===== src/rtl/gpio_host_driver_pkg.sv =====
// Shared definitions for the GPIO host driver: command op-codes, GPIO word
// field positions and the command sequencer state encoding.
package gpio_host_driver_pkg;

  localparam int OP_W = 3;

  localparam logic [OP_W-1:0] Kernel_load        = 3'd0;
  localparam logic [OP_W-1:0] ImgSize_load       = 3'd1;
  localparam logic [OP_W-1:0] Img_load           = 3'd2;
  localparam logic [OP_W-1:0] Data_request       = 3'd3;
  localparam logic [OP_W-1:0] LoadFinish_goToRun = 3'd4;

  localparam int RST_BIT   = 0;
  localparam int DATA_LSB  = 1;
  localparam int VALID_BIT = 28;
  localparam int CTRL_LSB  = 29;

  typedef enum logic [2:0] {
    ST_IDLE,
    ST_SETUP,
    ST_STROBE,
    ST_RELEASE,
    ST_WAIT_RD,
    ST_RESP
  } state_e;

  function automatic logic op_is_legal(input logic [OP_W-1:0] op);
    return op <= LoadFinish_goToRun;
  endfunction

endpackage


===== src/rtl/gpio_host_driver.sv =====
// Serialises valid/ready commands onto the 32-bit GPIO command word of the
// convolution subsystem and samples the returned result for data requests.
module gpio_host_driver
  import gpio_host_driver_pkg::*;
#(
  parameter int GPIO_D      = 32,
  parameter int DATA_LEN    = 24,
  parameter int BITS_DATA   = 13,
  parameter int HOLD_CYCLES = 4,
  parameter int RD_LATENCY  = 6
) (
  input  logic                 i_CLK,
  input  logic                 i_rst,
  input  logic                 i_dut_rst,
  input  logic                 i_cmd_valid,
  output logic                 o_cmd_ready,
  input  logic [OP_W-1:0]      i_cmd_op,
  input  logic [DATA_LEN-1:0]  i_cmd_data,
  output logic [GPIO_D-1:0]    o_gpio_data,
  input  logic [GPIO_D-1:0]    i_gpio_data,
  output logic                 o_rsp_valid,
  output logic [BITS_DATA-1:0] o_rsp_data,
  output logic                 o_err,
  output logic                 o_busy
);

  localparam int CNT_MAX = (HOLD_CYCLES > RD_LATENCY) ? HOLD_CYCLES : RD_LATENCY;
  localparam int CNT_W   = $clog2(CNT_MAX + 1);
  localparam logic [CNT_W-1:0] HOLD_LOAD = CNT_W'(HOLD_CYCLES - 1);
  localparam logic [CNT_W-1:0] RD_LOAD   = CNT_W'(RD_LATENCY - 1);

  state_e               state_q, state_d;
  logic [CNT_W-1:0]     cnt_q, cnt_d;
  logic [OP_W-1:0]      ctrl_q, ctrl_d;
  logic [DATA_LEN-1:0]  data_q, data_d;
  logic                 valid_q, valid_d;
  logic                 dut_rst_q;
  logic                 rsp_valid_q, rsp_valid_d;
  logic [BITS_DATA-1:0] rsp_data_q, rsp_data_d;
  logic                 err_q, err_d;
  logic                 accept;
  logic                 gpio_in_unused;

  assign gpio_in_unused = ^i_gpio_data[GPIO_D-1:BITS_DATA];

  assign accept = i_cmd_valid && (state_q == ST_IDLE);

  // NOTE: every always_comb output gets a default first so no path leaves a
  // variable unassigned, which would otherwise infer a latch.
  always_comb begin
    state_d    = state_q;
    cnt_d      = cnt_q;
    ctrl_d     = ctrl_q;
    data_d     = data_q;
    rsp_data_d = rsp_data_q;
    err_d      = 1'b0;
    unique case (state_q)
      ST_IDLE: begin
        if (accept) begin
          if (op_is_legal(i_cmd_op)) begin
            state_d = ST_SETUP;
            cnt_d   = '0;
            ctrl_d  = i_cmd_op;
            data_d  = i_cmd_data;
          end else begin
            err_d = 1'b1;
          end
        end
      end
      ST_SETUP: begin
        state_d = ST_STROBE;
        cnt_d   = HOLD_LOAD;
      end
      ST_STROBE: begin
        if (cnt_q == '0) begin
          state_d = ST_RELEASE;
          cnt_d   = HOLD_LOAD;
        end else begin
          cnt_d = cnt_q - 1'b1;
        end
      end
      ST_RELEASE: begin
        if (cnt_q == '0) begin
          if (ctrl_q == Data_request) begin
            state_d = ST_WAIT_RD;
            cnt_d   = RD_LOAD;
          end else begin
            state_d = ST_IDLE;
            cnt_d   = '0;
          end
        end else begin
          cnt_d = cnt_q - 1'b1;
        end
      end
      ST_WAIT_RD: begin
        if (cnt_q == '0) begin
          state_d    = ST_RESP;
          rsp_data_d = i_gpio_data[BITS_DATA-1:0];
        end else begin
          cnt_d = cnt_q - 1'b1;
        end
      end
      ST_RESP: begin
        state_d = ST_IDLE;
        cnt_d   = '0;
      end
      default: begin
        state_d = ST_IDLE;
        cnt_d   = '0;
      end
    endcase
    // Strobe and response flags are registered from the next state so they
    // line up with the state they belong to rather than lagging it.
    valid_d     = (state_d == ST_STROBE);
    rsp_valid_d = (state_d == ST_RESP);
  end

  // NOTE: sequential state uses non-blocking assignments so every register
  // samples the pre-edge values regardless of statement order.
  always_ff @(posedge i_CLK) begin
    if (i_rst) begin
      state_q     <= ST_IDLE;
      cnt_q       <= '0;
      ctrl_q      <= '0;
      data_q      <= '0;
      valid_q     <= 1'b0;
      dut_rst_q   <= 1'b1;
      rsp_valid_q <= 1'b0;
      rsp_data_q  <= '0;
      err_q       <= 1'b0;
    end else begin
      state_q     <= state_d;
      cnt_q       <= cnt_d;
      ctrl_q      <= ctrl_d;
      data_q      <= data_d;
      valid_q     <= valid_d;
      dut_rst_q   <= i_dut_rst;
      rsp_valid_q <= rsp_valid_d;
      rsp_data_q  <= rsp_data_d;
      err_q       <= err_d;
    end
  end

  always_comb begin
    o_gpio_data                       = '0;
    o_gpio_data[RST_BIT]              = dut_rst_q;
    o_gpio_data[DATA_LSB +: DATA_LEN] = data_q;
    o_gpio_data[VALID_BIT]            = valid_q;
    o_gpio_data[CTRL_LSB +: OP_W]     = ctrl_q;
  end

  assign o_cmd_ready = (state_q == ST_IDLE);
  assign o_busy      = (state_q != ST_IDLE);
  assign o_rsp_valid = rsp_valid_q;
  assign o_rsp_data  = rsp_data_q;
  assign o_err       = err_q;

endmodule


===== config.mk =====
export PLATFORM = sky130hd
export DESIGN_NAME = gpio_host_driver
export DESIGN_NICKNAME = d
export VERILOG_FILES = /design/src/rtl/gpio_host_driver_pkg.sv /design/src/rtl/gpio_host_driver.sv
export SDC_FILE = /design/constraint.sdc
export NUM_CORES = 1
export LEC_CHECK = 0
export CAP_MARGIN = 5
export CORE_MARGIN = 5
export CORE_UTILIZATION = 42
export CTS_CLUSTER_DIAMETER = 100
export DETAILED_ROUTE_END_ITERATION = 6
export PLACE_DENSITY = 0.85
export SLEW_MARGIN = 20
export SYNTH_ARGS = -nofsm -noshare
export SYNTH_HDL_FRONTEND = slang
export SYNTH_SLANG_ARGS = --single-unit

===== constraint.sdc =====
create_clock -name i_CLK -period 2.5 [get_ports i_CLK]
set_input_delay 0.625 -clock i_CLK [delete_from_list [all_inputs] [get_ports i_CLK]]
set_output_delay 0.625 -clock i_CLK [all_outputs]
set_load 0.005 [all_outputs]

==> Yosys cells after proc, flatten, opt, wreduce, memory -nomap -nowiden <==
Cells that the tools add are included.
{ "totals": {"ram_bits": 0, "memories": 0, "latchBits": 0, "mem_bits_ro": 0, "register_bits": 50} }
{ "op_classes": {"n_eq_ne": 10, "n_mux": 15, "bitwise": 2, "shifts": 0, "div_mod_pow": 0, "reduce_logical": 8, "order_cmp": 1, "n_mul": 0, "addsub": 1} }
{ "ops": {"columns": ["cell", "n"], "rows": [
  ["3-bit two-way mux", 12],
  ["3-bit case mux with 5 select lines", 2],
  ["3-bit by 2-bit equality test with 1-bit output (second input constant)", 4],
  ["3-bit equality test (second input constant)", 2],
  ["3-bit zero test", 2],
  ["3-bit AND reduction", 2],
  ["2-bit by 1-bit inequality test with 1-bit output (second input constant)", 2],
  ["3-bit by 1-bit equality test with 1-bit output (second input constant)", 1],
  ["3-bit <= comparator (second input constant)", 1],
  ["3-bit nonzero test", 1],
  ["3-bit OR reduction", 1],
  ["3-bit by 1-bit subtractor with 3-bit output (second input constant)", 1],
  ["2-bit inequality test (second input constant)", 1],
  ["1-bit inverter", 2],
  ["2-bit AND reduction", 1],
  ["1-bit logical AND", 1],
  ["1-bit two-way mux", 1]
]} }

==> Logic depth before layout (Yosys ltp) <==
Gate-level depths: netlist (run 1).
{ "depth": {"word_depth": 5, "mapped_depth": 9, "mapped_depth_nobuf": 6} }

==> Least setup slack after synthesis (run 1) <==
Ideal clock, no wire load.
{ "synth_path": {"path_type": "register to register", "startpoint": "register cnt_q[0]", "endpoint": "register rsp_data_q[10] (netlist: o_rsp_data[10])", "synth_period_minus_slack_ns": 1.668, "path_slack_ns": 0.832, "path_stages_with_launch": 10, "path_buffers": 3, "arrival_time_ns": 1.597, "setup_ns": 0.071, "cell_sequence": "dfxtp_1 > inv_1 > ha_1 > nor2b_1 > clkbuf_1 > and3_1 > clkbuf_1 > buf_2 > nand2_1 > a21oi_1"} }
{ "synth_via": {"elab_chain_len": 2} }
{ "synth_lines": {"columns": ["item", "line_no", "text"], "rows": [
  ["start, declared", "gpio_host_driver.sv:33", "logic [CNT_W-1:0] cnt_q, cnt_d;"],
  ["start signal, assigned", "gpio_host_driver.sv:133", "cnt_q <= cnt_d;"],
  ["3-bit zero test", "gpio_host_driver.sv:96", "if (cnt_q == '0) begin"],
  ["2-bit AND reduction (no source line)", null, null],
  ["end signal, assigned", "gpio_host_driver.sv:139", "rsp_data_q <= rsp_data_d;"],
  ["end, declared", "gpio_host_driver.sv:39", "logic [BITS_DATA-1:0] rsp_data_q, rsp_data_d;"]
]} }
No other way between the ends.
A chain may end at the register's enable or synchronous reset.

==> Worst setup path after layout (run 1) <==
{ "layout_path": {"startpoint": "register state_q[1]", "endpoint": "output o_cmd_ready"} }
{ "layout_via": {"elab_chain_len": 1} }
{ "layout_lines": {"columns": ["item", "line_no", "text"], "rows": [
  ["start, declared", "gpio_host_driver.sv:32", "state_e state_q, state_d;"],
  ["start signal, assigned", "gpio_host_driver.sv:132", "state_q <= state_d;"],
  ["3-bit zero test", "gpio_host_driver.sv:152", "assign o_cmd_ready = (state_q == ST_IDLE);"],
  ["end, declared", "gpio_host_driver.sv:16", "output logic o_cmd_ready,"]
]} }
No other way between the ends.

==> impl_metrics.toml, run 1 <==
[run_status]
status = "completed"

[critical_path]
crit_fanout = 9
cp.arrival_ps = 1770
start_kind = "register"
cp_top_family = "buffers and inverters"
crit_type = "register to output port"
slowest_stage = "clkdlybuf4s50_1"
max_stage_delay_ps = 510
crit_required_ps = 1880
end_kind = "output port"
path_cells = "or3_1 -> inv_1 -> clkdlybuf4s50_1"
crit_buf_inv = 2

[timing]
rsz0062_at_grt = "false"
skew_ps = 5.01
fin_crit_ps = 2390
setup_viol_count_final = 0
post-route-period-util_pct = 95.8
tns_ps = 0
tightest_slew_ps = 717
hold_viol = 0
holdWs_ps = 455
fmax_ghz = 0.418
slew_violations = 0
relSlewSlack_pct = 52.2

[placed_design]
placement.io_buffers = 89
gp_congestion = 0.815
dp_hpwl_um = 3880
place_area_um2 = 2960
dp_cells = 396

[clocking]
clk_latency_ps = 300
postCtsSetupBuffers = 0
cts.reportedPaths.clkPinSlew_ps = 90
cts_tree = "built"
h-tree-depth = 2
cts-buffers-inserted = 5
cts_resized = 0
cts_buffer_depth = 2
hold_buffers = 0
cts.root.buffer_cell = "clkbuf_8"
cts_sinks = 50

[synth]
seq_area_frac_synth_pct = 47.8
synth_cell_types = 46
yosysWarnings = 0
ys_ff_latch = 50
synthArstFlopShare_pct = 0
synth_top_area_share_pct = 47.8
syn_inst = 255
synth_edf_count = 0
synthTopCellsByArea = "dfxtp_1 48%, nand2_1 15%, a21oi_1 10%"
avgSynthCellArea_um2 = 8.21
syn_area_um2 = 2090
synth.largest_area_cell = "dfxtp_1"
synthFlopType = "dfxtp_1"

[layout]
drive_gt1_share_pct = 7.42
fillers = 420
fin_area_um2 = 3060
nets = 401
fin_cells = 404
area_growth_pct = 46.1
antenna_cells = 0

[die]
start_util_pct = 43.8
design.core.area_um2 = 4790
design.die.area_um2 = 6500
rows = 25
die_w_um = 80.6
die_h_um = 80.6
top_level_ports = 112

[grt]
grt_overflow_total = 0
grt_pass1_wl_um = 8270
grt_max_degree = 40
grt_pass1_vias = 1790
antenna_found_initial = 0
track_usage_pct = 16.1

[hold_path]
min-delay-path-class = "register to register"

[detailed_routing]
drt_iter0_markers = 56
avgRoutedWirePerCell_um = 13.2
post-route-drc-count = 0
via_count = 1935
first_pass_iters = 4
wl_um = 5320
detail-route-antenna-nets = 0
vias_per_cell = 4.79

[power_and_ir_drop]
ir_drop_uv = 293
powerDensity_nw_per_um2 = 607
power_mw = 1.86
leakagePower_nw = 1.08

[job]
cap_violations = 0
==> worst paths after layout <==
| path | endpoint | cells after the start | from | slack (ps) |
|---|---|---|---|---|
| worst min-delay path | data_q[18]$_SDFFE_PP0P_ | 2 | data_q[18]$_SDFFE_PP0P_ | 460 |
| worst max register to register | o_rsp_data[1]$_SDFFE_PP0P_ | 5 | state_q[1]$_SDFF_PP0_ | 370 |
| worst min register to register | data_q[18]$_SDFFE_PP0P_ | 2 | data_q[18]$_SDFFE_PP0P_ | 460 |
| worst max-delay path | o_cmd_ready | 3 | state_q[1]$_SDFF_PP0_ | 110 |
==> worst register-to-register path, cell delays in order, from the launching register on <==
cell and delay, ps:
dfxtp_1 390, buf_4 190, nor2_1 540, nand3_1 580, nand2_1 200, a21oi_1 80
==> metal layers <==
metal	vias up	global-route usage (%)	wire, µm	part of all wire [%]
met5	-	0	0	0
met4	0	4.56	44	0.83
met3	5	5.04	385	7.2
met2	62	26.9	2520	47
met1	863	20.0	2370	45
li1	1005	-	-	-
==> sequential cells by signal, indices dropped and copies added (netlist names) <==
register     cells
dut_rst_q        1
valid_q          1
o_err            1
o_rsp_data      13
ctrl_q           3
state_q          3
cnt_q            3
data_q          24
o_rsp_valid      1
==> final cells by class <==
cell class | count | area, µm² | area share (%)
timing repair buffer | 96 | 938 | 30.7
clock inverter | 1 | 8.76 | 0.286
sequential | 50 | 1000 | 32.7
multi-input combinational | 178 | 913 | 29.8
tap | 67 | 83.8 | 2.74
inverter | 5 | 18.8 | 0.613
clock buffer | 7 | 96.3 | 3.15
==> kinds of logic (layout without fill, tap and decap cells) <==
group	Yosys count	in the layout	synth area share [%]
adders and majority gates	2	2	1.19
muxes	1	1	0.478
DFF	50	50	47.8
and+or+nand+nor	107	107	22.9
AOI/OAI and AO/OA	65	65	18.5
buffers and inverters	29	109	8.96
other	1	3	0.179
==> cells in the final DEF, fill, tap and decap left out, types with 2 or more instances in the layout <==
master            n
a21oi_2           2
nand3_1           3
o311ai_0          2
clkbuf_8          7
or2_2             2
a21oi_1          43
conb_1            3
clkdlybuf4s50_1  88
nand2b_1          2
nor2_1            2
o21ai_0           4
o21a_1            3
inv_1             5
buf_4             7
ha_1              2
or3_1             3
nand2_1          82
dfxtp_1          50
==> cells in the mapped netlist (all sizes together), types with 2 or more instances <==
cell type,instances
nand2,82
dfxtp,50
a21oi,45
buf,14
clkbuf,8
inv,5
nand3,4
o21ai,4
o21a,3
or3,3
ha,2
nand2b,2
nor2,2
nor3,2
o311ai,2
or2,2
==> stage by stage <==
stage                     utilization [%]  worst slack (ps)
final                                63.9               106
after global routing                 63.9              19.8
after CTS                            63.9              89.0
after detailed placement             61.8               260
after global placement               61.8               284
after floorplan                         -               832
==> power by group <==
group | internal (mW) | switching, mW
clock network | 0.254 | 0.260
registers | 0.850 | 0.0327
logic | 0.248 | 0.214
total | 1.35 | 0.507
Power figures use the tool's default switching activity.
==> run 2: changes to the inputs <==
--- a/config.mk
+++ b/config.mk
@@ -6,7 +6,6 @@
 export NUM_CORES = 1
 export LEC_CHECK = 0
 export CAP_MARGIN = 5
-export CORE_MARGIN = 5
 export CORE_UTILIZATION = 42
 export CTS_CLUSTER_DIAMETER = 100
 export DETAILED_ROUTE_END_ITERATION = 6
==> impl_metrics.toml, run 2 (synthesis results as in run 1) <==
[critical_path]
crit_required_ps = 1880
crit_fanout = 4
cp-startpoint = "state_q[2]$_SDFF_PP0_"
ff2ff_path_depth = 5
r2r_slack_ps = 430
cp.arrival_ps = 1740
end_kind = "output port"
cp-endpoint = "o_cmd_ready"
r2r_end = "o_rsp_data[3]$_SDFFE_PP0P_"
start_kind = "register"
r2r-start = "state_q[0]$_SDFF_PP0_"
crit_type = "register to output port"

[timing]
setup_viol_count_final = 0
fin_crit_ps = 2360
tightest_slew_ps = 735
hold_viol = 0
rsz0062_at_grt = "false"
post-route-period-util_pct = 94.6
fmax_ghz = 0.423
slew_violations = 0
skew_ps = 6.94
relSlewSlack_pct = 50.8
tns_ps = 0

[clocking]
cts.reportedPaths.clkPinSlew_ps = 90
cts_sinks = 50
cts.root.buffer_cell = "clkbuf_8"
clk_latency_ps = 300
cts_tree = "built"
cts_resized = 0
cts_buffer_depth = 2
h-tree-depth = 2
cts-buffers-inserted = 5
hold_buffers = 0
postCtsSetupBuffers = 0

[run_status]
status = "completed"

[power_and_ir_drop]
powerDensity_nw_per_um2 = 624
ir_drop_uv = 316
leakagePower_nw = 1.08

[grt]
grt_pass1_vias = 1777
track_usage_pct = 19.6
grt_pass1_wl_um = 8020
grt_overflow_total = 0
globalRouteMet2Util_pct = 34.4
grt_max_degree = 28
gr-usage-met3_pct = 5.11
antenna_found_initial = 0
met1_usage_pct = 22.8
grt-busiest-layer = "met2"

[die]
design.die.area_um2 = 5270
die_h_um = 72.6
design.core.area_um2 = 4750
die_w_um = 72.6
rows = 25
start_util_pct = 44.1
top_level_ports = 112

[placed_design]
dp_hpwl_um = 3530
gp_congestion = 0.876
dp_cells = 397
placement.io_buffers = 89

[layout]
fin_cells = 405
nets = 402
largest-register = "data_q"
antenna_cells = 0
final_cell_mix = "88 x clkdlybuf4s50_1, 82 x nand2_1, 50 x dfxtp_1, 43 x a21oi_1, 8 x buf_4"
drive_gt1_share_pct = 7.69
area_growth_pct = 46.8
layout_commonest_cell = "clkdlybuf4s50_1"
largest_reg_flops = 24

[detailed_routing]
via_count = 1998
vias_per_cell = 4.93
post-route-drc-count = 0
avgRoutedWirePerCell_um = 12.2
first_pass_iters = 4
drt_iter0_markers = 68
wl_um = 4950
detail-route-antenna-nets = 0

[job]
cap_violations = 0

[hold_path]
min-delay-path-class = "register to register"
run 2: cell types whose count changed in the layout (fill, tap and decap cells not counted), sizes merged:
cell    previous run  this run
bufinv             0         1
clkbuf             7         5
inv                5         6
buf                8         9
run 2: report_power, final:
| group | total (mW) | internal (mW) | switching, mW |
|---|---|---|---|
| registers | 0.875 | 0.850 | 0.0255 |
| clock network | 0.572 | 0.300 | 0.272 |
| logic | 0.472 | 0.249 | 0.223 |
| total | 1.92 | 1.40 | 0.520 |
run 2: worst min path at each step:
stage / startpoint / to / cells after the start / slack [ps]
floorplan: data_q[19]$_SDFFE_PP0P_ / data_q[19]$_SDFFE_PP0P_ / 2 / 450
global placement: o_rsp_data[1]$_SDFFE_PP0P_ / o_rsp_data[1]$_SDFFE_PP0P_ / 2 / 440
detailed placement: data_q[11]$_SDFFE_PP0P_ / data_q[11]$_SDFFE_PP0P_ / 2 / 450
CTS: data_q[11]$_SDFFE_PP0P_ / data_q[11]$_SDFFE_PP0P_ / 2 / 460
global route: data_q[2]$_SDFFE_PP0P_ / data_q[2]$_SDFFE_PP0P_ / 2 / 480
finish: data_q[11]$_SDFFE_PP0P_ / data_q[11]$_SDFFE_PP0P_ / 2 / 460
run 2: area by class of cell:
class	instances	area, µm²
Inverter	5	18.8
Sequential cell	50	1000
Clock buffer	5	68.8
Clock inverter	3	43.8
Timing Repair Buffer	97	946
Fill cell	423	1680
Tap cell	67	83.8
Multi-Input combinational cell	178	913
run 2: stage by stage:
| step | utilization [%] | total power, mW | setup slack, ps | hold slack (ps) | cell area [µm²] |
|---|---|---|---|---|---|
| global placement | 62.3 | 1.35 | 275 | 441 | 2960 |
| finish | 64.7 | 1.92 | 136 | 456 | 3080 |
| global route | 64.7 | 2.02 | 49.1 | 475 | 3080 |
| detailed placement | 62.3 | 1.36 | 219 | 447 | 2960 |
| CTS | 64.7 | 1.94 | 119 | 460 | 3080 |
| floorplan | - | 1.17 | 832 | 450 | 2100 |
run 2: routing by layer:
layer | part of all wire, % | wire, µm
met5 | 0 | 0
met3 | 6.3 | 314
met4 | 1.9 | 93
met2 | 48 | 2390
met1 | 43 | 2150
run 2: critical path, cell delays in order (launching register included):
cell and delay (ps):
dfxtp_1 320, or3_1 480, inv_1 130, clkdlybuf4s50_1 520
==> run 3: changes to the inputs <==
--- a/config.mk
+++ b/config.mk
@@ -6,8 +6,10 @@
 export NUM_CORES = 1
 export LEC_CHECK = 0
 export CAP_MARGIN = 5
+export CORE_ASPECT_RATIO = 0.75
 export CORE_UTILIZATION = 42
 export CTS_CLUSTER_DIAMETER = 100
+export CTS_CLUSTER_SIZE = 16
 export DETAILED_ROUTE_END_ITERATION = 6
 export PLACE_DENSITY = 0.85
 export SLEW_MARGIN = 20
==> impl_metrics.toml, run 3 (synthesis results as in run 1) <==
[clocking]
cts_sinks = 50
cts.reportedPaths.clkPinSlew_ps = 80
clk_latency_ps = 290
cts_tree = "built"
cts-buffers-inserted = 5
cts.root.buffer_cell = "clkbuf_8"
hold_buffers = 0
h-tree-depth = 2
cts_buffer_depth = 2

[hold_path]
min-delay-path-class = "register to register"
hold_start = "data_q[20]$_SDFFE_PP0P_"

[timing]
post-route-period-util_pct = 95.3
holdWs_ps = 457
rsz0062_at_grt = "false"
relSlewSlack_pct = 59.6
setup_viol_count_final = 0
skew_ps = 4.70
fin_crit_ps = 2380
hold_viol = 0
tightest_slew_ps = 605
fmax_ghz = 0.420
tns_ps = 0
slew_violations = 0

[critical_path]
crit_required_ps = 1880
crit_type = "register to output port"
start_kind = "register"
crit_fanout = 10
end_kind = "output port"
cp.arrival_ps = 1760
cp-startpoint = "state_q[0]$_SDFF_PP0_"
r2r-start = "cnt_q[0]$_SDFFE_PP0P_"

[grt]
grt_max_degree = 32
track_usage_pct = 20.2
antenna_found_initial = 0
grt_overflow_total = 0
grt_pass1_wl_um = 8470
grt_pass1_vias = 1882

[run_status]
status = "completed"

[die]
die_h_um = 63.2
design.die.area_um2 = 5280
rows = 21
die_w_um = 83.5
top_level_ports = 112
design.core.area_um2 = 4620
start_util_pct = 45.3

[layout]
multi_input_area_um2 = 918
final_cell_mix = "88 x clkdlybuf4s50_1, 82 x nand2_1, 50 x dfxtp_1, 43 x a21oi_1, 6 x buf_4"
nets = 400
largest_reg_flops = 24
layout_commonest_cell = "clkdlybuf4s50_1"
fillers = 401
largest-register = "data_q"
area_growth_pct = 45.6
antenna_cells = 0
drive_gt1_share_pct = 7.14
regArea_um2 = 1000

[power_and_ir_drop]
p_sw_share_pct = 26.7
combPwrFrac_pct = 24.7
p_int_mw = 1.40
ir_drop_uv = 378
powerDensity_nw_per_um2 = 627
leakagePower_nw = 1.07
clkPwrFrac_pct = 29.0
p_switching_mw = 0.510
p_seq_share_pct = 46.3

[detailed_routing]
post-route-drc-count = 0
detail-route-antenna-nets = 0
wl_um = 5110
first_pass_iters = 4
via_count = 1994
avgRoutedWirePerCell_um = 13.0
drt_iter0_markers = 124
vias_per_cell = 5.07

[placed_design]
dp_hpwl_um = 3620
gp_congestion = 0.797
placement.io_buffers = 89

[job]
cap_violations = 0
==> run 3: changes by cell type in the layout (fill, tap and decap cells not counted) <==
cell | before | now
clkinv_2 | 1 | 0
or3_4 | 0 | 1
buf_4 | 8 | 6
inv_6 | 1 | 0
clkbuf_1 | 0 | 1
or3_1 | 3 | 2
clkinvlp_4 | 0 | 1
==> run 3: critical path: stages, from the launching register on <==
cell and delay [ps]:
dfxtp_1 400, or3_4 440, inv_1 110, clkdlybuf4s50_1 510
==> run 3: final cells by class <==
type | instances | share of cell area [%]
Tap cell | 57 | 2.34
Multi-Input combinational cell | 178 | 30.1
Sequential cell | 50 | 32.8
Clock buffer | 6 | 2.38
Timing Repair Buffer | 95 | 30.5
Inverter | 5 | 0.615
Clock inverter | 2 | 1.23
==> run 3: path summary, 6_finish.rpt <==
| check | to | slack (ps) | cells past startpoint |
|---|---|---|---|
| setup / recovery | o_cmd_ready | 120 | 3 |
| hold reg to reg | data_q[20]$_SDFFE_PP0P_ | 460 | 2 |
| hold / removal | data_q[20]$_SDFFE_PP0P_ | 460 | 2 |
| setup reg to reg | o_rsp_data[11]$_SDFFE_PP0P_ | 520 | 6 |
==> run 3: through the flow <==
step / power (mW) / instance area [µm²] / setup WS, ps / std cells / util (%)
5_1_grt: 2.03 / 3050 / 48.8 / 393 / 66.0
4_1_cts: 1.92 / 3050 / 59.7 / 393 / 65.9
3_3_place_gp: 1.35 / 2940 / 282 / 385 / 63.5
2_1_floorplan: 1.17 / 2100 / 832 / 257 / -
6_report: 1.91 / 3050 / 119 / 393 / 66.0
3_5_place_dp: 1.37 / 2940 / 203 / 385 / 63.5
==> run 3: repair_timing <==
| action | 4_1_cts | 5_1_grt |
|---|---|---|
| setup buffers | 0 | 0 |
| setup endpoints to repair | 0 | 1 |
| resized for setup | 0 | 1 |
==> run 3: routing by layer <==
metal  GRT usage, %  up-vias  part of all wire, %
met2           33.4       85                   44
met3           8.26        7                  9.9
li1               -     1000                    -
met5              0        -                    0
met1           25.0      902                   45
met4           4.03        0                 0.78
==> run 3: power by group through the flow <==
stage / Clock [mW] / Sequential [mW] / Combinational [mW]
global placement: 0 / 0.900 / 0.454
floorplan: 0 / 0.897 / 0.276
CTS: 0.572 / 0.884 / 0.468
detailed placement: 0 / 0.903 / 0.464
global route: 0.617 / 0.893 / 0.518
finish: 0.555 / 0.884 / 0.473
==> edit, RTL diff (config.mk and constraints of run 1) <==
Take the reset off `data_q` and `rsp_data_q` and load them in a clocked block of their own.
--- a/src/rtl/gpio_host_driver.sv
+++ b/src/rtl/gpio_host_driver.sv
@@ -124,3 +124,2 @@
       ctrl_q      <= '0;
-      data_q      <= '0;
       valid_q     <= 1'b0;
@@ -128,3 +127,2 @@
       rsp_valid_q <= 1'b0;
-      rsp_data_q  <= '0;
       err_q       <= 1'b0;
@@ -134,3 +132,2 @@
       ctrl_q      <= ctrl_d;
-      data_q      <= data_d;
       valid_q     <= valid_d;
@@ -138,5 +135,9 @@
       rsp_valid_q <= rsp_valid_d;
-      rsp_data_q  <= rsp_data_d;
       err_q       <= err_d;
     end
+  end
+
+  always_ff @(posedge i_CLK) begin
+    data_q     <= data_d;
+    rsp_data_q <= rsp_data_d;
   end
Behaviour: not the same (a bounded check fails within 4 cycles, from zero or initial values and one cycle with i_rst high).
==> edit against run 1 <==
Maximum frequency increased by 2.8%; routed wire length shrank 20%; area after synthesis fell by 12%; sequential share of layout area up 15 points; power shrank 8.1%; clock skew grew 2.5 ps; setup slack improved by 66 ps; count of clock-buffer cells in the layout decreased by 2; design area is 5.7% lower; synthesized cell count shrank 53%; sequential cell count unchanged; largest cell class unchanged.
==> edit: results <==
metrics = {
    "run_status": {
        "status": "finished clean",
    },
    "global_routing": {
        "grt_pass1_wl_um": 6870,
        "track_usage_pct": 14.8,
        "antenna_found_initial": 0,
        "grt_pass1_vias": 1310,
        "grt_max_degree": 25,
    },
    "critical_path": {
        "slowest_stage": "clkdlybuf4s50_1",
        "cp_top_family": "buffers and inverters",
        "r2r_start": "cnt_q[0]",
        "worstReg2RegEnd": "valid_q",
        "cp_max_fo": 9,
        "rr_worst_depth": 7,
        "critPathMaxStageDelay_ps": 510,
        "reg2reg_setup_slack_ps": 780,
        "startpoint": "state_q[0]",
        "endpoint": "o_cmd_ready",
    },
    "cts": {
        "root_buffer": "clkbuf_8",
        "path_clk_slew_ps": 90,
        "cts-buffers-inserted": 5,
        "cts.repair.resized": 0,
        "clk_latency_ps": 300,
        "h-tree-depth": 2,
        "cts_max_path_buffers": 2,
        "cts_setup_buffers": 0,
    },
    "timing": {
        "skew_ps": 7.47,
        "tightest_slew_ps": 505,
    },
    "placed_design": {
        "placed_cell_area_um2": 2800,
        "dp_hpwl_um": 3360,
        "io_buffers": 89,
        "gp_congestion": 0.810,
    },
    "final_layout": {
        "largest_reg_flops": 24,
        "max_flop_register": "data_q",
        "fillers": 321,
        "drive_gt1_share_pct": 10.6,
        "diodes": 0,
        "final_nets": 280,
    },
    "synth": {
        "seq_area_frac_synth_pct": 74.5,
        "synth_area_leaders": "edfxtp_1, dfxtp_1, nor2_1",
        "synthDistinctLibCells": 39,
        "ys_async_sr_fraction_pct": 0,
        "synth_edf_count": 37,
        "yosysWarnings": 0,
        "synth.cells.most_frequent": "edfxtp_1, dfxtp_1, nor2_1",
    },
    "pwr": {
        "leakage_nw": 1.05,
        "ir_drop_v": 0.000294,
    },
    "route": {
        "vias_per_cell": 4.85,
        "drt_iter0_drc": 35,
        "avgRoutedWirePerCell_um": 16.0,
        "drt_first_pass_iters": 4,
    },
    "hold_path": {
        "hp-class": "register to register",
    },
}
[edit: cell types whose count changed in the layout (fill, tap and decap cells not counted), sizes merged, moves of 3 or more]
cell    change
nor2       +10
edfxtp     +37
buf         -4
a21oi      -41
nand2      -76
dfxtp      -37
a31oi       +3
[edit: per-layer routing]
layer / GRT usage (%) / share of wire (%) / up-vias
li1: - / - / 625
met3: 5.67 / 8.8 / 4
met2: 25.5 / 51 / 61
met1: 17.3 / 40 / 611
met5: 0 / 0 / -
met4: 3.67 / 0.44 / 0
[edit: report_power, final]
part	total (W)	switching (W)	internal, W
clock	0.000454	0.000257	0.000197
combinational	0.000293	0.000118	0.000175
sequential	0.000960	0.0000208	0.000940
[edit: cells by family (layout without fill, tap and decap cells)]
family | after synthesis | count (layout) | synth area share (%)
AO/OA/AOI/OAI | 19 | 19 | 8.29
adder cells (fa/ha/maj) | 2 | 2 | 1.36
buffers and inverters | 12 | 106 | 3.87
flip-flops | 50 | 50 | 74.5
multiplexers | 3 | 3 | 1.63
other | 1 | 3 | 0.204
AND/OR/NAND/NOR | 33 | 33 | 10.2
[edit: worst min-delay path by stage]
stage | start | end | slack [ps] | cells past startpoint
floorplan | cnt_q[0] | cnt_q[0] | 470 | 2
global placement | cnt_q[0] | cnt_q[0] | 490 | 2
detailed placement | cnt_q[1] | cnt_q[1] | 490 | 2
CTS | cnt_q[1] | cnt_q[1] | 520 | 2
global route | cnt_q[0] | cnt_q[0] | 550 | 2
finish | cnt_q[1] | cnt_q[1] | 510 | 2
[edit: cell type report]
class / count / area (um2) / share of cell area (%)
Tap cell: 52 / 65.1 / 2.25
Clock buffer: 5 / 68.8 / 2.39
Sequential cell: 50 / 1370 / 47.5
Clock inverter: 3 / 21.3 / 0.737
Multi-Input combinational cell: 60 / 407 / 14.1
Inverter: 5 / 18.8 / 0.650
Timing Repair Buffer: 93 / 933 / 32.4
[edit: worst register-to-register path, cell delays in order (launching register included)]
cell,delay (ps)
dfxtp_1,360
inv_1,80
ha_1,250
nand2b_1,220
nor2_2,60
buf_4,200
a31oi_1,280
and3_1,210
[edit: per-stage QoR]
stage | std cells | setup WS [ps] | hold slack (ps) | utilization [%] | total power [W]
2_1_floorplan | 122 | 606 | 471 | - | 0.00110
3_3_place_gp | 260 | 313 | 490 | 65.1 | 0.00126
3_5_place_dp | 260 | 327 | 494 | 65.1 | 0.00127
4_1_cts | 268 | 153 | 518 | 67.2 | 0.00173
5_1_grt | 268 | 60.6 | 548 | 67.2 | 0.00180
6_report | 268 | 172 | 510 | 67.2 | 0.00171
